==> config.mk <==
export PLATFORM = sky130hd
export DESIGN_NAME = psram_arbiter
export DESIGN_NICKNAME = d
export VERILOG_FILES = /design/src/rtl/psram_arbiter.sv
export SDC_FILE = /design/constraint.sdc
export NUM_CORES = 1
export LEC_CHECK = 0
export ABC_AREA = 1
export BUFFER_PORTS_ARGS = -buffer_cell sky130_fd_sc_hd__buf_2
export CAP_MARGIN = 20
export CORE_ASPECT_RATIO = 1.25
export CORE_MARGIN = 5
export CORE_UTILIZATION = 32
export DETAILED_ROUTE_END_ITERATION = 8
export GPL_TIMING_DRIVEN = 1
export PLACE_DENSITY_LB_ADDON = 0.15
export SYNTH_ARGS = -nofsm -noshare
export SYNTH_HDL_FRONTEND = slang
export SYNTH_SLANG_ARGS = --single-unit
==> constraint.sdc <==
create_clock -name clk -period 1.8 [get_ports clk]
set_input_delay 0.36 -clock clk [delete_from_list [all_inputs] [get_ports clk]]
set_output_delay 0.36 -clock clk [all_outputs]
set_load 0.05 [all_outputs]
==> src/rtl/psram_arbiter.sv <==
// -----------------------------------------------------------------------------
// psram_arbiter
//
// Shares one PSRAM controller user port between two clients: port 0 (HDMI
// framebuffer fetch) and port 1 (general read/write client). One access is in
// flight at a time. An accepted request produces a one-cycle command pulse
// (mem_rd or mem_wr) together with the winner's ack. The sequencer then follows
// mem_busy through its rise and fall and returns a one-cycle done pulse to the
// winner. On reads, mem_dout is captured into that port's rdata on the same
// edge as the done pulse. A timeout covers a controller that never raises
// mem_busy; when it expires it sets the sticky err_timeout flag.
//
// Optional feature macro: PSRAM_ARB_ROUND_ROBIN_EN
//   defined     : simultaneous requests go to the port not granted most
//                 recently (port 0 wins the first tie after reset)
//   not defined : strict priority, port 0 always wins a tie
//
// Ports
//   clk, rst                     clock, synchronous active-high reset
//   pN_req/we/addr/wdata   (in)  request, held until pN_ack; fields sampled on accept
//   pN_ack                 (out) one-cycle pulse, command issued for port N
//   pN_done                (out) one-cycle pulse, access for port N complete
//   pN_rdata               (out) last read data for port N, valid from its done
//   mem_rd, mem_wr         (out) command pulses to the controller
//   mem_addr, mem_din      (out) address / write data, held between commands
//   mem_dout, mem_busy     (in)  controller read data / busy
//   err_timeout            (out) sticky, set when mem_busy never rose
// -----------------------------------------------------------------------------
module psram_arbiter #(
    parameter int ADDR_W       = 22,
    parameter int DATA_W       = 16,
    parameter int BUSY_TIMEOUT = 8
) (
    input  logic              clk,
    input  logic              rst,
    input  logic              p0_req,
    input  logic              p0_we,
    input  logic [ADDR_W-1:0] p0_addr,
    input  logic [DATA_W-1:0] p0_wdata,
    output logic              p0_ack,
    output logic              p0_done,
    output logic [DATA_W-1:0] p0_rdata,
    input  logic              p1_req,
    input  logic              p1_we,
    input  logic [ADDR_W-1:0] p1_addr,
    input  logic [DATA_W-1:0] p1_wdata,
    output logic              p1_ack,
    output logic              p1_done,
    output logic [DATA_W-1:0] p1_rdata,
    output logic              mem_rd,
    output logic              mem_wr,
    output logic [ADDR_W-1:0] mem_addr,
    output logic [DATA_W-1:0] mem_din,
    input  logic [DATA_W-1:0] mem_dout,
    input  logic              mem_busy,
    output logic              err_timeout
);

    localparam int CNT_W = $clog2(BUSY_TIMEOUT + 1);

    typedef enum logic [1:0] {
        S_IDLE,
        S_ISSUE,
        S_WAIT_BUSY,
        S_WAIT_DONE
    } state_t;

    state_t            r_state, w_state_next;
    logic              r_port, w_port_next;       // latched winner of the current access
    logic              r_we, w_we_next;           // latched direction of the current access
    logic [ADDR_W-1:0] r_mem_addr, w_mem_addr_next;
    logic [DATA_W-1:0] r_mem_din, w_mem_din_next;
    logic              r_mem_rd, w_mem_rd_next;
    logic              r_mem_wr, w_mem_wr_next;
    logic [1:0]        r_ack, w_ack_next;         // indexed by port
    logic [1:0]        r_done, w_done_next;       // indexed by port
    logic              r_err, w_err_next;
    logic [CNT_W-1:0]  r_cnt, w_cnt_next;

    logic              w_accept;                  // IDLE takes a request this cycle
    logic              w_grant;                   // port that wins if w_accept
    logic              w_capture;                 // read data lands on this edge
    logic              w_sel_we;
    logic [ADDR_W-1:0] w_sel_addr;
    logic [DATA_W-1:0] w_sel_wdata;

    assign w_accept = (r_state == S_IDLE) && (p0_req || p1_req) && !mem_busy;

    // -------------------------------------------------------------------------
    // Arbitration
    // -------------------------------------------------------------------------
`ifdef PSRAM_ARB_ROUND_ROBIN_EN
    // Port granted most recently; reset value 1 so port 0 wins the first tie.
    logic r_last;

    always_ff @(posedge clk) begin
        if (rst) begin
            r_last <= 1'b1;
        end else if (w_accept) begin
            r_last <= w_grant;
        end
    end

    assign w_grant = (p0_req && p1_req) ? ~r_last : p1_req;
`else
    // Port 1 only wins when port 0 is not asking.
    assign w_grant = ~p0_req;
`endif

    assign w_sel_we    = w_grant ? p1_we    : p0_we;
    assign w_sel_addr  = w_grant ? p1_addr  : p0_addr;
    assign w_sel_wdata = w_grant ? p1_wdata : p0_wdata;

    // -------------------------------------------------------------------------
    // Sequencer: next state and next registered outputs
    // -------------------------------------------------------------------------
    always_comb begin
        w_state_next    = r_state;
        w_port_next     = r_port;
        w_we_next       = r_we;
        w_mem_addr_next = r_mem_addr;
        w_mem_din_next  = r_mem_din;
        w_mem_rd_next   = 1'b0;
        w_mem_wr_next   = 1'b0;
        w_ack_next      = 2'b00;
        w_done_next     = 2'b00;
        w_err_next      = r_err;
        w_cnt_next      = r_cnt;
        w_capture       = 1'b0;

        case (r_state)
            S_IDLE: begin
                if (w_accept) begin
                    // Command and ack are registered so they appear together
                    // for exactly the ISSUE cycle.
                    w_state_next          = S_ISSUE;
                    w_port_next           = w_grant;
                    w_we_next             = w_sel_we;
                    w_mem_addr_next       = w_sel_addr;
                    w_mem_din_next        = w_sel_wdata;
                    w_mem_rd_next         = ~w_sel_we;
                    w_mem_wr_next         = w_sel_we;
                    w_ack_next[w_grant]   = 1'b1;
                end
            end

            S_ISSUE: begin
                w_state_next = S_WAIT_BUSY;
                w_cnt_next   = '0;
            end

            S_WAIT_BUSY: begin
                if (mem_busy) begin
                    w_state_next = S_WAIT_DONE;
                end else if (r_cnt == CNT_W'(BUSY_TIMEOUT - 1)) begin
                    // Count becomes BUSY_TIMEOUT in the cycle done is shown;
                    // rdata is left untouched because nothing was read.
                    w_cnt_next          = CNT_W'(BUSY_TIMEOUT);
                    w_done_next[r_port] = 1'b1;
                    w_err_next          = 1'b1;
                    w_state_next        = S_IDLE;
                end else begin
                    w_cnt_next = r_cnt + CNT_W'(1);
                end
            end

            S_WAIT_DONE: begin
                if (!mem_busy) begin
                    w_done_next[r_port] = 1'b1;
                    w_capture           = ~r_we;
                    w_state_next        = S_IDLE;
                end
            end

            default: begin
                w_state_next = S_IDLE;
            end
        endcase
    end

    always_ff @(posedge clk) begin
        if (rst) begin
            r_state    <= S_IDLE;
            r_port     <= 1'b0;
            r_we       <= 1'b0;
            r_mem_addr <= '0;
            r_mem_din  <= '0;
            r_mem_rd   <= 1'b0;
            r_mem_wr   <= 1'b0;
            r_ack      <= 2'b00;
            r_done     <= 2'b00;
            r_err      <= 1'b0;
            r_cnt      <= '0;
        end else begin
            r_state    <= w_state_next;
            r_port     <= w_port_next;
            r_we       <= w_we_next;
            r_mem_addr <= w_mem_addr_next;
            r_mem_din  <= w_mem_din_next;
            r_mem_rd   <= w_mem_rd_next;
            r_mem_wr   <= w_mem_wr_next;
            r_ack      <= w_ack_next;
            r_done     <= w_done_next;
            r_err      <= w_err_next;
            r_cnt      <= w_cnt_next;
        end
    end

    // -------------------------------------------------------------------------
    // Per-port read data holding registers
    // -------------------------------------------------------------------------
    logic [1:0][DATA_W-1:0] w_rdata;

    genvar gi;
    generate
        for (gi = 0; gi < 2; gi++) begin : g_rdata
            logic [DATA_W-1:0] r_rdata;

            always_ff @(posedge clk) begin
                if (rst) begin
                    r_rdata <= '0;
                end else if (w_capture && (r_port == 1'(gi))) begin
                    r_rdata <= mem_dout;
                end
            end

            assign w_rdata[gi] = r_rdata;
        end
    endgenerate

    // -------------------------------------------------------------------------
    // Outputs
    // -------------------------------------------------------------------------
    assign p0_ack      = r_ack[0];
    assign p1_ack      = r_ack[1];
    assign p0_done     = r_done[0];
    assign p1_done     = r_done[1];
    assign p0_rdata    = w_rdata[0];
    assign p1_rdata    = w_rdata[1];
    assign mem_rd      = r_mem_rd;
    assign mem_wr      = r_mem_wr;
    assign mem_addr    = r_mem_addr;
    assign mem_din     = r_mem_din;
    assign err_timeout = r_err;

endmodule

==> flow_metrics.py <==
metrics = {
    "floorplanning": {
        "coreArea_um2": 11030,
        "die-area_um2": 13420,
        "start_util_pct": 32.47,
        "dieWidth_um": 104.6,
        "chipHeight_um": 128.3,
        "row_count": 43,
        "io_pins": 176,
    },
    "finish": {
        "post_route_cells_drive_above_1_share_pct": 31.18,
        "multi_input_comb_area_um2": 1533,
        "num-nets-final": 776,
        "fin_area_um2": 4811,
        "antenna-diode-count": 0,
        "layout.cells.most_common": "buf_2",
        "ff_latch_area_um2": 1702,
        "areaGrowthSynthToFinish_pct": 34.35,
        "layout_common_cells": "buf_2 (175), nand2_1 (130), nor2_1 (87), dfxtp_1 (85), o21ai_0 (61)",
        "fillCellCount": 1180,
    },
    "clock_tree": {
        "cts_hold_repair.buffers": 0,
        "clkLatencyLatePin_ns": 0.32,
        "clock_input_transition_at_the_sequential_cells_of_the_worst_setup_and_hold_paths_ns": 0.06,
        "clock-sinks": 85,
        "cts_max_level": 3,
        "cts_tree": "built",
        "buffer_cell_driving_the_clock_tree_root": "clkbuf_16",
        "ctsLongestPathBuffers": 2,
        "postCtsSetupRepairBufs": 0,
        "cts_inserted_buffers": 9,
        "postCtsResizedCells": 0,
    },
    "critical_path": {
        "slowest_delay_ns": 0.36,
        "crit_type": "register to register",
        "arrival_ns": 1.67,
        "worst_setup_path_end_kind": "register",
        "cp_max_fo": 39,
        "cp-start-kind": "register",
        "worst_path_required_time_ns": 2.06,
        "slowest_stage": "buf_4",
        "worstPathCellList": "nor2_2 -> inv_2 -> nor2_4 -> buf_4 -> nand2_2 -> o21ai_0",
    },
    "yosys": {
        "synthesis.instances": 512,
        "ys_seq_elements": 85,
        "syn_area_per_cell_um2": 6.994,
        "mappedNetlistNets": 612,
        "netlist-cell-type-count": 25,
        "yosys_warnings": 0,
        "synth.cell_area_um2": 3581,
        "synth_seq_area_share_pct": 47.52,
    },
    "timing": {
        "fmax_mhz": 705.8,
        "worst_slew_margin_rel_pct": 53.42,
        "final_number_of_setup_violating_endpoints": 0,
        "period_minus_slack_ns": 1.417,
        "tns_setup_ns": 0,
        "timing.final.crit_share_pct": 78.71,
        "finClkSkew_ns": 0.005375,
        "grt_setup_unrepaired": "false",
        "report.final.slew_viol_count": 0,
        "worst-slew-pin-transition_ns": 0.6977,
        "number_of_failing_hold_endpoints_at_the_final_stage": 0,
        "finalHoldWorstSlack_ns": 0.2796,
    },
    "grt": {
        "grt_start_max_net_pins": 41,
        "grt_overflow": 0,
        "global_route_wire_length_before_repair_um": 16150,
        "grt_pass1_vias": 3589,
        "antenna_found_initial": 0,
        "global_route.usage.total_pct": 14.55,
    },
    "placed_design": {
        "globalplace.congestion": 0.7675,
        "numPortBuffers": 175,
        "post_dp_cell_area_um2": 4532,
        "dp_hpwl_um": 7276,
    },
    "pwr": {
        "fin_total_pwr_mw": 5.872,
        "max_ir_drop_vdd_mv": 0.4613,
        "pwr_density_cell_nw_per_um2": 1221,
        "leakage_nw": 2.499,
    },
    "routing": {
        "first_pass_iters": 4,
        "drt-total-wl_um": 9674,
        "iter_0_drt_violations": 131,
        "via_per_inst": 4.480,
        "detailroute.via_count": 3651,
        "antenna_left": 0,
        "route.detailed.wl_per_inst_um": 11.87,
        "drt_drc_violations_left": 0,
    },
    "flow_run": {
        "cap_violations": 0,
    },
    "min_path": {
        "worstHoldPathType": "input port to register",
    },
    "run_status": {
        "outcome": "completed",
    },
}
==> metrics by stage <==
step | worst slack, ns | std cells | util, %
2_1_floorplan | 0.5634 | 512 | -
3_3_place_gp | 0.2274 | 800 | 41.09
3_5_place_dp | 0.2035 | 800 | 41.09
4_1_cts | 0.3553 | 815 | 43.62
5_1_grt | 0.1794 | 815 | 43.62
6_report | 0.3832 | 815 | 43.62
==> worst paths after layout <==
kind	start	endpoint	slack [ns]	cells past startpoint
worst max-delay path	r_state[0]	r_port	0.38	6
worst min register to register	p1_rdata[12]	p1_rdata[12]	0.44	2
worst max register to register	r_state[0]	r_port	0.38	6
worst min-delay path	rst	r_cnt[3]	0.28	2
==> cells by family (layout without fill, tap and decap cells) <==
kind of cell	after synthesis	in the layout	share of synthesized area (%)
DFF	85	85	47.52
adders and majority gates	1	1	0.3494
AOI/OAI and AO/OA	117	117	17.05
buffers and inverters	77	245	9.678
and+or+nand+nor	232	232	25.40
==> critical path, delay by kind of cell (launching register included) <==
family	cells	cell delay, ns
simple gates	3	0.43
flops	1	0.35
buf+inv	2	0.41
compound gates	1	0.16
==> cell type report <==
cell class | count | area share [%]
clock buffer | 14 | 5.696
inverter | 46 | 3.589
clock inverter | 1 | 0.1040
sequential | 85 | 35.37
timing repair buffer | 184 | 19.87
tap | 135 | 3.511
multi-input combinational | 350 | 31.86
==> power breakdown <==
| group | switching [mW] | internal (mW) |
|---|---|---|
| logic | 1.42 | 0.466 |
| clock network | 0.664 | 1.04 |
| registers | 0.141 | 2.14 |
| total | 2.23 | 3.64 |
==> layer usage <==
layer  vias to the layer above  wire, um  GRT usage (%)
li1                       1937         -              -
met1                      1574      4180          17.40
met2                       129      4316          23.31
met3                        11      1007          5.340
met4                         0       170          6.622
met5                         -         0              0
==> registers in the layout, indices dropped and copies added, names as in the netlist <==
signal and count:
mem_wr 1, r_port 1, r_cnt 4, p0_rdata 16, p1_rdata 16, err_timeout 1, r_we 1, mem_rd 1
r_done 2, mem_addr 22, mem_din 16, r_state 2, r_ack 2
==> synthesized netlist by cell type, drive strengths merged <==
master / instances / share of area, %
nor3: 2 / 0.28
o21ai: 78 / 12
dfxtp: 85 / 48
ha: 1 / 0.35
inv: 46 / 4.8
nor2: 89 / 9.6
o211ai: 1 / 0.21
a21oi: 38 / 5.3
or2: 1 / 0.17
clkbuf: 12 / 1.3
nand2: 131 / 14
buf: 19 / 3.6
nand3: 9 / 1.5
Power figures use the tool's default switching activity.
